<file path="config.mk">
export PLATFORM = sky130hd
export DESIGN_NAME = wb_queue
export DESIGN_NICKNAME = d
export VERILOG_FILES = /design/src/rtl/wb_queue.sv
export SDC_FILE = /design/constraint.sdc
export NUM_CORES = 1
export LEC_CHECK = 0
export ABC_AREA = 1
export CAP_MARGIN = 5
export CELL_PAD_IN_SITES_DETAIL_PLACEMENT = 1
export CELL_PAD_IN_SITES_GLOBAL_PLACEMENT = 2
export CORE_MARGIN = 4
export CORE_UTILIZATION = 29
export CTS_BUF_LIST = sky130_fd_sc_hd__clkbuf_16
export CTS_CLUSTER_DIAMETER = 50
export CTS_CLUSTER_SIZE = 25
export DETAILED_ROUTE_END_ITERATION = 10
export PLACE_DENSITY = 0.8
export REMOVE_ABC_BUFFERS = 1
export SLEW_MARGIN = 40
export SYNTH_ARGS = -nofsm -noshare
export SYNTH_HDL_FRONTEND = slang
export SYNTH_SLANG_ARGS = --single-unit
export TNS_END_PERCENT = 1
</file>
<file path="constraint.sdc">
create_clock -name clk -period 4.49 [get_ports clk]
set_clock_uncertainty 0.15 [all_clocks]
set_input_delay 0.449 -clock clk [delete_from_list [all_inputs] [get_ports clk]]
set_output_delay 0.449 -clock clk [all_outputs]
set_load 0.005 [all_outputs]
</file>
<file path="src/rtl/wb_queue.sv">
// -----------------------------------------------------------------------------
// wb_queue
//
// Write-back buffer in front of the register file's single write port.
// Results from the ALU and the load unit are accepted over valid/ready
// handshakes, held in an in-order circular FIFO of {addr, data}, and retired
// one per cycle onto the regfile write interface. Two lookup ports let decode
// forward values that are still pending in the buffer.
//
// Optional feature (macro WBQ_BYPASS_EN):
//   When the queue is empty, drain_hold is low and a non-x0 result is accepted,
//   that result is written to the regfile in the same cycle instead of being
//   enqueued. If both producers are accepted, the load result bypasses and the
//   ALU result is enqueued. Lookups also see the bypassed result that cycle.
//   With the macro undefined there is no bypass and the minimum latency is one
//   cycle.
//
// Ports:
//   clk, rst                 clock; synchronous active-low reset
//   alu_valid/ready/rd/data  ALU result handshake
//   mem_valid/ready/rd/data  load result handshake (wins the last free slot)
//   drain_hold               inhibits retirement this cycle
//   wr_en/wr_addr/wr_data    regfile write port (head entry, combinational)
//   lk_addr1/2               forwarding lookup addresses
//   lk_hit1/2, lk_data1/2    hit flag and youngest matching data
//   count                    number of occupied entries
// -----------------------------------------------------------------------------
module wb_queue #(
    parameter int DEPTH  = 4,
    parameter int ADDR_W = 5,
    parameter int DATA_W = 32
) (
    input  logic                       clk,
    input  logic                       rst,
    input  logic                       alu_valid,
    output logic                       alu_ready,
    input  logic [ADDR_W-1:0]          alu_rd,
    input  logic [DATA_W-1:0]          alu_data,
    input  logic                       mem_valid,
    output logic                       mem_ready,
    input  logic [ADDR_W-1:0]          mem_rd,
    input  logic [DATA_W-1:0]          mem_data,
    input  logic                       drain_hold,
    output logic                       wr_en,
    output logic [ADDR_W-1:0]          wr_addr,
    output logic [DATA_W-1:0]          wr_data,
    input  logic [ADDR_W-1:0]          lk_addr1,
    input  logic [ADDR_W-1:0]          lk_addr2,
    output logic                       lk_hit1,
    output logic                       lk_hit2,
    output logic [DATA_W-1:0]          lk_data1,
    output logic [DATA_W-1:0]          lk_data2,
    output logic [$clog2(DEPTH+1)-1:0] count
);

    localparam int PTR_W = (DEPTH > 1) ? $clog2(DEPTH) : 1;
    localparam int CNT_W = $clog2(DEPTH + 1);

    // Storage and pointers
    logic [PTR_W-1:0]  head_q, head_d;
    logic [PTR_W-1:0]  tail_q, tail_d;
    logic [CNT_W-1:0]  count_q, count_d;
    logic [DEPTH-1:0]  valid_q, valid_d;
    logic [ADDR_W-1:0] addr_q [DEPTH];
    logic [ADDR_W-1:0] addr_d [DEPTH];
    logic [DATA_W-1:0] data_q [DEPTH];
    logic [DATA_W-1:0] data_d [DEPTH];

    // Per-cycle control
    logic [CNT_W-1:0]  free_s;
    logic              mem_push_s;
    logic              alu_push_s;
    logic              mem_byp_s;
    logic              alu_byp_s;
    logic              mem_enq_s;
    logic              alu_enq_s;
    logic              pop_s;
    logic [PTR_W-1:0]  alu_slot_s;
    logic [PTR_W-1:0]  lk_idx_s;

    assign count = count_q;

    // Readiness from the occupancy at the start of the cycle; a same-cycle pop
    // earns no credit, and the load unit keeps the last free slot.
    always_comb begin
        free_s = CNT_W'(DEPTH) - count_q;
        if (rst) begin
            mem_ready = (free_s >= CNT_W'(1));
            alu_ready = (free_s >= CNT_W'(2)) ||
                        ((free_s == CNT_W'(1)) && !mem_valid);
        end else begin
            mem_ready = 1'b0;
            alu_ready = 1'b0;
        end
    end

    // Accepted transfers to x0 complete the handshake but never occupy a slot.
    assign mem_push_s = mem_valid && mem_ready && (mem_rd != {ADDR_W{1'b0}});
    assign alu_push_s = alu_valid && alu_ready && (alu_rd != {ADDR_W{1'b0}});
    assign pop_s      = rst && (count_q != {CNT_W{1'b0}}) && !drain_hold;

`ifdef WBQ_BYPASS_EN
    // Zero-latency path: only legal when nothing older is waiting to retire.
    always_comb begin
        if (rst && (count_q == {CNT_W{1'b0}}) && !drain_hold) begin
            mem_byp_s = mem_push_s;
            alu_byp_s = alu_push_s && !mem_push_s;
        end else begin
            mem_byp_s = 1'b0;
            alu_byp_s = 1'b0;
        end
    end
`else
    assign mem_byp_s = 1'b0;
    assign alu_byp_s = 1'b0;
`endif

    assign mem_enq_s = mem_push_s && !mem_byp_s;
    assign alu_enq_s = alu_push_s && !alu_byp_s;

    // Regfile write port: bypassed result if any, otherwise the head entry.
    always_comb begin
        wr_en = pop_s || mem_byp_s || alu_byp_s;
        if (mem_byp_s) begin
            wr_addr = mem_rd;
            wr_data = mem_data;
        end else if (alu_byp_s) begin
            wr_addr = alu_rd;
            wr_data = alu_data;
        end else if (pop_s) begin
            wr_addr = addr_q[head_q];
            wr_data = data_q[head_q];
        end else begin
            wr_addr = {ADDR_W{1'b0}};
            wr_data = {DATA_W{1'b0}};
        end
    end

    // Next-state for the FIFO: retire at head, enqueue mem then alu at tail.
    always_comb begin
        head_d  = head_q;
        tail_d  = tail_q;
        valid_d = valid_q;
        addr_d  = addr_q;
        data_d  = data_q;

        if (pop_s) begin
            valid_d[head_q] = 1'b0;
            head_d          = head_q + PTR_W'(1);
        end else begin
            head_d = head_q;
        end

        // mem is the older of two simultaneous results, so it takes tail.
        if (mem_enq_s) begin
            valid_d[tail_q] = 1'b1;
            addr_d[tail_q]  = mem_rd;
            data_d[tail_q]  = mem_data;
        end else begin
            valid_d[tail_q] = valid_d[tail_q];
        end

        alu_slot_s = tail_q + PTR_W'(mem_enq_s);
        if (alu_enq_s) begin
            valid_d[alu_slot_s] = 1'b1;
            addr_d[alu_slot_s]  = alu_rd;
            data_d[alu_slot_s]  = alu_data;
        end else begin
            valid_d[alu_slot_s] = valid_d[alu_slot_s];
        end

        tail_d  = tail_q + PTR_W'(mem_enq_s) + PTR_W'(alu_enq_s);
        count_d = count_q + CNT_W'(mem_enq_s) + CNT_W'(alu_enq_s) - CNT_W'(pop_s);
    end

    // Forwarding lookups: scan oldest to youngest so the youngest match wins.
    // Entries written this cycle are not yet in valid_q and so stay invisible.
    always_comb begin
        lk_hit1  = 1'b0;
        lk_hit2  = 1'b0;
        lk_data1 = {DATA_W{1'b0}};
        lk_data2 = {DATA_W{1'b0}};
        lk_idx_s = head_q;
        for (int i = 0; i < DEPTH; i++) begin
            lk_idx_s = head_q + PTR_W'(i);
            if (valid_q[lk_idx_s] && (addr_q[lk_idx_s] == lk_addr1)) begin
                lk_hit1  = 1'b1;
                lk_data1 = data_q[lk_idx_s];
            end else begin
                lk_hit1 = lk_hit1;
            end
            if (valid_q[lk_idx_s] && (addr_q[lk_idx_s] == lk_addr2)) begin
                lk_hit2  = 1'b1;
                lk_data2 = data_q[lk_idx_s];
            end else begin
                lk_hit2 = lk_hit2;
            end
        end
        // A bypassed result only exists when the queue is empty, so it is the
        // youngest (and only) candidate.
        if (mem_byp_s && (mem_rd == lk_addr1)) begin
            lk_hit1  = 1'b1;
            lk_data1 = mem_data;
        end else if (alu_byp_s && (alu_rd == lk_addr1)) begin
            lk_hit1  = 1'b1;
            lk_data1 = alu_data;
        end else begin
            lk_hit1 = lk_hit1;
        end
        if (mem_byp_s && (mem_rd == lk_addr2)) begin
            lk_hit2  = 1'b1;
            lk_data2 = mem_data;
        end else if (alu_byp_s && (alu_rd == lk_addr2)) begin
            lk_hit2  = 1'b1;
            lk_data2 = alu_data;
        end else begin
            lk_hit2 = lk_hit2;
        end
        // x0 never forwards, and nothing forwards while in reset.
        if (!rst || (lk_addr1 == {ADDR_W{1'b0}})) begin
            lk_hit1  = 1'b0;
            lk_data1 = {DATA_W{1'b0}};
        end else begin
            lk_hit1 = lk_hit1;
        end
        if (!rst || (lk_addr2 == {ADDR_W{1'b0}})) begin
            lk_hit2  = 1'b0;
            lk_data2 = {DATA_W{1'b0}};
        end else begin
            lk_hit2 = lk_hit2;
        end
    end

    // State registers with synchronous active-low reset.
    always_ff @(posedge clk) begin
        if (!rst) begin
            head_q  <= {PTR_W{1'b0}};
            tail_q  <= {PTR_W{1'b0}};
            count_q <= {CNT_W{1'b0}};
            valid_q <= {DEPTH{1'b0}};
            for (int i = 0; i < DEPTH; i++) begin
                addr_q[i] <= {ADDR_W{1'b0}};
                data_q[i] <= {DATA_W{1'b0}};
            end
        end else begin
            head_q  <= head_d;
            tail_q  <= tail_d;
            count_q <= count_d;
            valid_q <= valid_d;
            for (int i = 0; i < DEPTH; i++) begin
                addr_q[i] <= addr_d[i];
                data_q[i] <= data_d[i];
            end
        end
    end

endmodule
</file>
==> Word-level counts from Yosys, hierarchy flattened <==
Index checks and enable logic that the tools add are counted.
{ "word_totals": {"reg_bits": 159, "wordCells": 177} }
{ "classes": {"add_sub_neg": 9, "n_lt_le_gt_ge": 19, "eq_ne": 9, "n_mux": 87, "bitwise_logic": 10, "n_reduce_logical": 31} }
{ "ops": {"columns": ["op", "count"], "rows": [
  ["$mux W32", 21],
  ["$bmux W32 S2", 4],
  ["$bwmux W128", 2],
  ["$mux W128", 2],
  ["$demux W32 S2", 2],
  ["$mux W5", 11],
  ["$bmux W5 S2", 4],
  ["$bwmux W20", 2],
  ["$eq A5 B5 Y1", 8],
  ["$mux W20", 2],
  ["$mux W1", 21],
  ["$demux W5 S2", 2],
  ["$logic_and A1 B1 Y1", 20],
  ["$ge A3 B3 Y1 const B", 6],
  ["$lt A2 B3 Y1 const B", 6],
  ["$not A2 Y3", 6],
  ["$bmux W1 S2", 6],
  ["$mux W4", 3],
  ["$logic_not A5 Y1", 2],
  ["$reduce_bool A5 Y1", 2],
  ["$bwmux W4", 2],
  ["$or A4 B4 Y4", 2],
  ["$add A3 B1 Y3", 2],
  ["$demux W1 S2", 3],
  ["15 further kinds", 24]
]} }

==> Depth between registers and ports, before layout <==
Gate-level depths: netlist of the first run.
{ "depth": {"ltp_word": 15, "mapped_depth": 22, "depth_no_buf": 16} }

==> Least setup slack after synthesis of the first run <==
OpenSTA, ideal clock, no wires.
{ "synth_path": {"path_kind": "reg2reg", "from": "reg count_q[0] (netlist: count[0])", "to": "reg count_q[2] (netlist: count[2])", "setup_time_ps": 72, "arrival_ps": 3351, "setup_slack_ps": 917, "stages_incl_launch_ff": 18, "cell_sequence": "dfxtp_1 -> inv_1 -> ha_1 -> ha_1 -> inv_1 -> nor2_1 -> nand3_1 -> nand2_1 -> nor2_1 -> buf_2 -> clkbuf_1 -> inv_1 -> ha_1 -> inv_1 -> fa_1 -> fa_1 -> or2_2 -> a21oi_1"} }
{ "synth_between": {"elab_chain_cells": 9, "elab_cells_between_ends": 18, "classes_between": "add/sub: 4; order compare: 2; eq/ne: 1; mux: 2; reduce/logical: 9"} }
{ "synth_lines": {"columns": ["element", "line", "text"], "rows": [
  ["start: declaration", "62", "logic [CNT_W-1:0] count_q, count_d;"],
  ["start signal: assignment", "239", "count_q <= {CNT_W{1'b0}};"],
  ["start signal: assignment", "248", "count_q <= count_d;"],
  ["parallel branches: the longest is 8 deep, another holds $sub A3 B3 Y3", null, null],
  ["$sub A3 B1 Y3 (*)", "173", "count_d = count_q + CNT_W'(mem_enq_s) + CNT_W'(alu_enq_s) - CNT_W'(pop_s);"]
]} }
Every way passes the cells marked *.
A chain may end at the register's enable or synchronous reset.

==> Final worst setup path of the first run <==
{ "layout_path": {"from": "reg head_q[0]", "to": "out lk_data2[7]"} }
{ "layout_between": {"elab_chain_cells": 11, "elab_cells_between_ends": 52, "classes_between": "add/sub: 3; eq/ne: 4; mux: 37; bitwise: 4; reduce/logical: 4"} }
{ "layout_lines": {"columns": ["element", "line", "text"], "rows": [
  ["start: declaration", "60", "logic [PTR_W-1:0] head_q, head_d;"],
  ["start signal: assignment", "237", "head_q <= {PTR_W{1'b0}};"],
  ["$add A2 B1 Y2 or $not A2 Y3 (tied branches)", "185, 192, 194", null],
  ["$not A2 Y3 (not written as such) or $bmux W5 S2 (tied branches)", "192, 194", null],
  ["$bmux W5 S2 or $mux W5 (tied branches)", "192", "if (valid_q[lk_idx_s] && (addr_q[lk_idx_s] == lk_addr2)) begin"],
  ["$mux W5 (not written as such)", "192", null],
  ["$mux W5 (not written as such) or $eq A5 B5 Y1 (tied branches)", "192", null],
  ["$eq A5 B5 Y1 or $logic_and A1 B1 Y1 (tied branches)", "192", null],
  ["$logic_and A1 B1 Y1 or $mux W32 (tied branches)", "192", null],
  ["$mux W32 (2 in series)", "192", null],
  ["$mux W32 (*)", "192", null],
  ["$mux W32 (*)", "226", "if (!rst || (lk_addr2 == {ADDR_W{1'b0}})) begin"],
  ["end: declaration", "52", "output logic [DATA_W-1:0] lk_data2,"]
]} }
Every way passes the cells marked *; elsewhere a longest branch is shown, timed or not. The select of a mux whose other input is x is not followed.

==> results.tsv, run 1 <==
stage	metric	value	unit
setup_path	end_kind	output pin	
run	drv_cap	0	
yosys	synthArstFlopShare	0	%
clock_tree	clock_latency	0.45	ns
yosys	ys.flop_type	dfxtp_1	
grt	antenna_found_initial	1	
grt	grt_pass1_vias	17400	
worst_hold_path	holdPathStages	3	
timing	fin_crit_sh	96.8	%
yosys	ys_ff_latch	159	
yosys	yosysTopAreaCellShare	22.3	%
detailed_routing	ant_nets	0	
clock_tree	cts_buffers	17	
clock_tree	cts.sink_count	159	
detailed_routing	drtPass1Iterations	5	
yosys	synth_area_per_cell	5.61	um^2
final_layout	area_growth	22.2	%
grt	overflow	0	
clock_tree	htree_levels	4	
worst_hold_path	hold_class	input pin to flip-flop	
final_layout	drive_above_1_share	7.10	%
timing	min_period	4.34	ns
power_and_ir_drop	finalPower	0.00816	W
yosys	ys_seq_area_share	22.3	%
yosys	synth_area_leader_cell	dfxtp_1	
clock_tree	cts_tree	yes	
timing	hold_viol	0	
power_and_ir_drop	intPower	0.00388	W
die	die_height	230	um
setup_path	reg2reg_depth	18	
die	dieWidth	230	um
setup_path	reg2reg_to	data_q[104]	
setup_path	r2r_start	count[0]	
yosys	ys_top_cells_by_area	dfxtp_1, nand2_1, o21ai_0	
worst_hold_path	min_to	addr_q[15]	
die	start_util	29.6	%
timing	worstMarginPinSlew	0.818	ns
grt	grt_usage	23.9	%
setup_path	cp_max_fo	44	
timing	finalSetupViolCount	0	
timing	max_slew_margin	45.5	%
die	fp.dieArea	0.0527	mm^2
detailed_routing	drt_wl_total	66300	um
timing	maxSlewViolCount	0	
grt	grt_max_degree	163	
placed_design	place_hpwl	44300	um
status	outcome	finished clean	
die	io_pins	198	
detailed_routing	drcViolationCount	0	
setup_path	crit_type	flip-flop to output pin	
detailed_routing	drt_iter0_markers	1115	
power_and_ir_drop	vdd_drop_max	0.000275	V
clock_tree	root_buffer	clkbuf_16	
final_layout	num-nets-final	2708	
timing	fin_ws	0.145	ns
die	fp.coreArea	0.0481	mm^2
clock_tree	clockBufferDepth	2	
power_and_ir_drop	p_switching	0.00428	W
setup_path	required	3.89	ns
setup_path	start_kind	flip-flop	
clock_tree	postCtsHoldBufs	0	
detailed_routing	vias	17600	
yosys	ys_warn_count	0	
power_and_ir_drop	swShare	52.4	%
setup_path	cp_data_arrival_time	3.75	ns
power_and_ir_drop	power.leakage	6.25	nW
placed_design	portBuffers	197	
timing	holdWs	0.219	ns
power_and_ir_drop	powerDensity	469	mW/mm^2
detailed_routing	wire_per_inst	20.2	um
yosys	syn_inst	2538	
worst_hold_path	min_from	rst	
placed_design	dp_slack	0.447	ns
detailed_routing	vias_per_cell	5.38	
power_and_ir_drop	pwr-share-seq	24.3	%
yosys	syn_area	0.0142	mm^2
power_and_ir_drop	combPwrFrac	57.8	%
yosys	synth_edf_count	0	
power_and_ir_drop	pwr-share-clk	18.0	%
timing	max_freq	0.230	GHz
placed_design	place_congestion	0.890	
yosys	ys_types	39	
clock_tree	clk_pin_slew	0.07	ns
die	rows	80	
grt	grt_pass1_wl	101000	um
setup_path	reg2reg_slack	0.94	ns
flip-flops by register name (all words and copies together), names as in the netlist:
signal   count
head_q       2
count        3
data_q     128
valid_q      4
addr_q      20
tail_q       2
power by group through the flow:
stage / logic [W] / clock network (W) / registers, W
after floorplan: 0.00276 / 0 / 0.00201
after global placement: 0.00446 / 0 / 0.00199
after detailed placement: 0.00459 / 0 / 0.00200
after CTS: 0.00463 / 0.00148 / 0.00197
after global routing: 0.00526 / 0.00154 / 0.00202
final: 0.00472 / 0.00147 / 0.00198
placed cells by master, fill, tap and decap left out, types with 32 or more instances in the layout:
cell and count:
o21ai_1 53, a31oi_1 111, clkdlybuf4s50_1 196, nand3_1 174, o21ai_0 426, a21oi_1 82
dfxtp_1 158, inv_1 193, mux2i_1 32, nand2_1 759, buf_4 37, nor2_1 203
cell usage after synthesis, types with 5 or more instances:
cell,n
ha_1,11
nand3_1,175
o21ai_0,426
or2_2,5
a31oi_1,111
nand2_2,25
a21oi_1,82
a21oi_2,31
inv_1,195
o21ai_1,53
nand4_1,7
buf_1,8
clkbuf_1,132
buf_6,10
dfxtp_1,159
xor2_1,8
nand2_1,763
buf_4,6
nand3_2,8
buf_2,48
mux2i_1,32
nor2_1,208
nor2_2,8
layout make-up:
cell class                 count  area, um^2
tap                          656         821
clock buffer                  17         425
inverter                     199         759
multi-input combinational   1975        9430
timing repair buffer         254        2640
fill                        6381       30700
antenna                        1        2.50
clock inverter                14         131
sequential                   159        3190
routing by layer:
metal	up-vias	global-route usage (%)	wire, um
met5	-	0	11
li1	8465	-	-
met3	76	2.66	2780
met4	2	6.18	1410
met2	431	40.8	31400
met1	8636	32.3	30700
per-stage QoR:
stage | TNS [ns] | util, % | cells | area [um^2]
2_1_floorplan | -784.32 | - | 2333 | 13300
3_3_place_gp | 0 | 34.8 | 3241 | 16800
3_5_place_dp | 0 | 34.8 | 3241 | 16800
4_1_cts | 0 | 36.0 | 3272 | 17300
5_1_grt | -0.000256 | 36.1 | 3274 | 17400
6_report | 0 | 36.1 | 3275 | 17400
timing repair:
item	4_1_cts	5_1_grt
gates resized for setup	3	10
setup endpoints to repair	7	51
hold endpoints to repair	0	0
cloned	0	1
setup buffers	0	1
cells by family (layout without fill, tap and decap cells):
| group | Yosys count | in the layout | share of synthesized area [%] |
|---|---|---|---|
| and+or+nand+nor | 1213 | 1213 | 35.0 |
| AOI/OAI and AO/OA | 709 | 709 | 26.8 |
| buffers and inverters | 404 | 484 | 11.9 |
| DFF | 159 | 159 | 22.3 |
| muxes | 32 | 32 | 2.25 |
| adders and majority gates | 13 | 13 | 1.25 |
| xor gates and xnor gates | 8 | 8 | 0.492 |
| other | 0 | 1 | 0 |
critical path: stages, from the launching register on:
cell and delay (ns):
dfxtp_4 0.44, inv_6 0.05, ha_2 0.37, buf_8 0.23, buf_8 0.25, nand2_1 0.08, nand2_1 0.07, o21ai_0 0.10
inv_1 0.07, nand4_1 0.13, nor2_4 0.14, buf_12 0.26, nor2_1 0.08, a21oi_1 0.34, clkdlybuf4s50_1 0.58
how the worst max path moves through the flow:
stage	from	end	depth (start not counted)	slack, ns
after detailed placement	head_q[0]	lk_data1[31]	12	0.45
after global placement	head_q[1]	lk_data1[0]	12	0.52
after CTS	head_q[0]	lk_data1[0]	14	0.006
after floorplan	head_q[0]	lk_data2[0]	12	-4.92
final	head_q[0]	lk_data2[7]	14	0.15
after global routing	head_q[0]	lk_data1[30]	14	-0.0003
No activity file was read; power rests on OpenSTA's default activity.
==> run 2: changes to the inputs <==
--- a/config.mk
+++ b/config.mk
@@ -18,4 +18,5 @@
 export PLACE_DENSITY = 0.8
 export REMOVE_ABC_BUFFERS = 1
+export SETUP_SLACK_MARGIN = 0.15
 export SLEW_MARGIN = 40
 export SYNTH_ARGS = -nofsm -noshare
==> constraint.sdc (replaced) <==
create_clock -name clk -period 4.49 [get_ports clk]
set_clock_uncertainty 0.15 [all_clocks]
set_input_delay 0.6735 -clock clk [delete_from_list [all_inputs] [get_ports clk]]
set_output_delay 0.6735 -clock clk [all_outputs]
set_load 0.005 [all_outputs]
==> run 2 against run 1 <==
Against the previous run:
- count of clock-buffer cells in the layout is the same
- global-route usage grew 0.49 points
- sequential share of layout area shrank 0.36 points
- sequential cell count is the same
- clock power grew 5%
- combinational power grew 5.5%
- worst hold slack gained 0.12 ns
- final cell count grew 0.61%
- fmax grew 0.23%
- first-iteration DRC count grew 13%
- critical path depth shrank 2
- setup slack gained 0.0099 ns
- critical endpoint is now lk_data2[31]
- highest routed layer is now met4
==> results.tsv, run 2 (synthesis gave the netlist of run 1 again) <==
stage	metric	value	unit
final_layout	final_common_cell	nand2_1	
grt	grt_usage	24.4	%
detailed_routing	vias	17600	
placed_design	place_hpwl	45500	um
final_layout	top_regs	data_q x128, addr_q x20, valid_q x4	
placed_design	place_congestion	0.967	
die	fp.dieArea	0.0527	mm^2
setup_path	cp_data_arrival_time	3.51	ns
setup_path	crit_chain	inv_6, ha_4, buf_12, nand3_1, nand2_1, xor2_1, nand4_1, nor2_4, buf_4, nor2_1, a21oi_1, clkdlybuf4s50_1	
die	dieWidth	230	um
clock_tree	cts_buffers	17	
die	fp.coreArea	0.0481	mm^2
setup_path	crit_type	flip-flop to output pin	
final_layout	fin_area	0.0177	mm^2
detailed_routing	drt_wl_total	66800	um
timing	fin_crit_sh	96.5	%
placed_design	portBuffers	197	
run	drv_cap	0	
clock_tree	root_buffer	clkbuf_16	
clock_tree	cts.sink_count	159	
setup_path	slowest_stage	clkdlybuf4s50_1	
power_and_ir_drop	finalPower	0.00849	W
detailed_routing	ant_nets	0	
detailed_routing	wire_per_inst	20.3	um
setup_path	cp_max_fo	15	
final_layout	fin_util	36.9	%
die	rows	80	
final_layout	area_growth	24.6	%
final_layout	layoutNonFillerInstCount	3295	
grt	grt_max_degree	120	
grt	grt_pass1_wl	103000	um
timing	maxSlewViolCount	0	
setup_path	required	3.67	ns
die	start_util	29.6	%
timing	finalSetupViolCount	0	
grt	overflow	0	
power_and_ir_drop	vdd_drop_max	0.000281	V
grt	grt_pass1_vias	18000	
clock_tree	htree_levels	4	
setup_path	reg2reg_slack	0.91	ns
clock_tree	clockBufferDepth	2	
power_and_ir_drop	powerDensity	478	mW/mm^2
status	outcome	finished clean	
die	io_pins	198	
timing	max_freq	0.231	GHz
timing	tns	0	ns
final_layout	largest_register	data_q	
clock_tree	clock_latency	0.45	ns
die	die_height	230	um
detailed_routing	drcViolationCount	0	
timing	rsz0062_at_grt	true	
final_layout	largest_reg_flops	128	
timing	worstMarginPinSlew	0.850	ns
timing	max_slew_margin	43.4	%
power_and_ir_drop	power.leakage	6.43	nW
placed_design	place_inst	3254	
detailed_routing	drt_iter0_markers	1262	
final_layout	drive_above_1_share	7.73	%
grt	antenna_found_initial	1	
clock_tree	clk_pin_slew	0.07	ns
setup_path	start_kind	flip-flop	
detailed_routing	drtPass1Iterations	5	
setup_path	critPathMaxStageDelay	0.58	ns
detailed_routing	vias_per_cell	5.35	
worst_hold_path	hold_class	flip-flop to flip-flop	
timing	min_period	4.33	ns
placed_design	post_dp_cell_area	0.0169	mm^2
final_layout	layout_common_cells	nand2_1, o21ai_0, nor2_1, inv_1, clkdlybuf4s50_1	
setup_path	end_kind	output pin	
clock_tree	cts_tree	yes	
timing	hold_viol	0	
clock_tree	postCtsHoldBufs	0	
final_layout	num-nets-final	2727	
[run 2: critical path: cells and delay by family (launching register included)]
family | cells | cell delay, ns
and+or+nand+nor | 5 | 0.80
DFF | 1 | 0.42
adders and majority gates | 1 | 0.32
AOI/OAI and AO/OA | 1 | 0.29
xor gates and xnor gates | 1 | 0.21
buffers and inverters | 4 | 0.99
[run 2: metrics by stage]
stage,hold WS [ns],worst slack [ns]
finish,0.339,0.155
global route,0.356,0.0614
CTS,0.342,0.0616
detailed placement,0.328,0.125
global placement,0.323,0.101
floorplan,0.307,-5.15
[run 2: final cells by class]
| class | instances | area (um^2) |
|---|---|---|
| diodes | 1 | 2.50 |
| clock inverters | 15 | 170 |
| well taps | 656 | 821 |
| fillers | 6311 | 30400 |
| inverters | 199 | 762 |
| repair buffers | 273 | 2920 |
| multi-input cells | 1975 | 9460 |
| flip-flops and latches | 159 | 3190 |
| clock buffers | 17 | 425 |
[run 2: worst paths after layout]
kind              start      endpoint  cells past startpoint
max           head_q[0]  lk_data2[31]                     12
max reg2reg    count[0]   data_q[107]                     17
min          data_q[86]    data_q[86]                      2
min reg2reg  data_q[86]    data_q[86]                      2
[run 2: layer usage]
metal  GRT usage, %  vias up  share of wire, %
li1               -     8495                 -
met2           41.9      441                48
met4           7.49        0               2.5
met3           3.17       72               5.4
met5              0        -                 0
met1           31.9     8611                44
[run 2: timing repair]
item | in CTS | in global routing
setup buffers | 3 | 1
gates cloned | 1 | 3
gates resized for setup | 11 | 16
pin swaps | 1 | 3
setup endpoints to repair | 66 | 63
[run 2: power by group]
group,total [W],switching [W],internal (W),leakage (nW)
Sequential,0.00197,0.000243,0.00172,1.29
Combinational,0.00498,0.00344,0.00154,4.85
Clock,0.00155,0.000675,0.000874,0.291
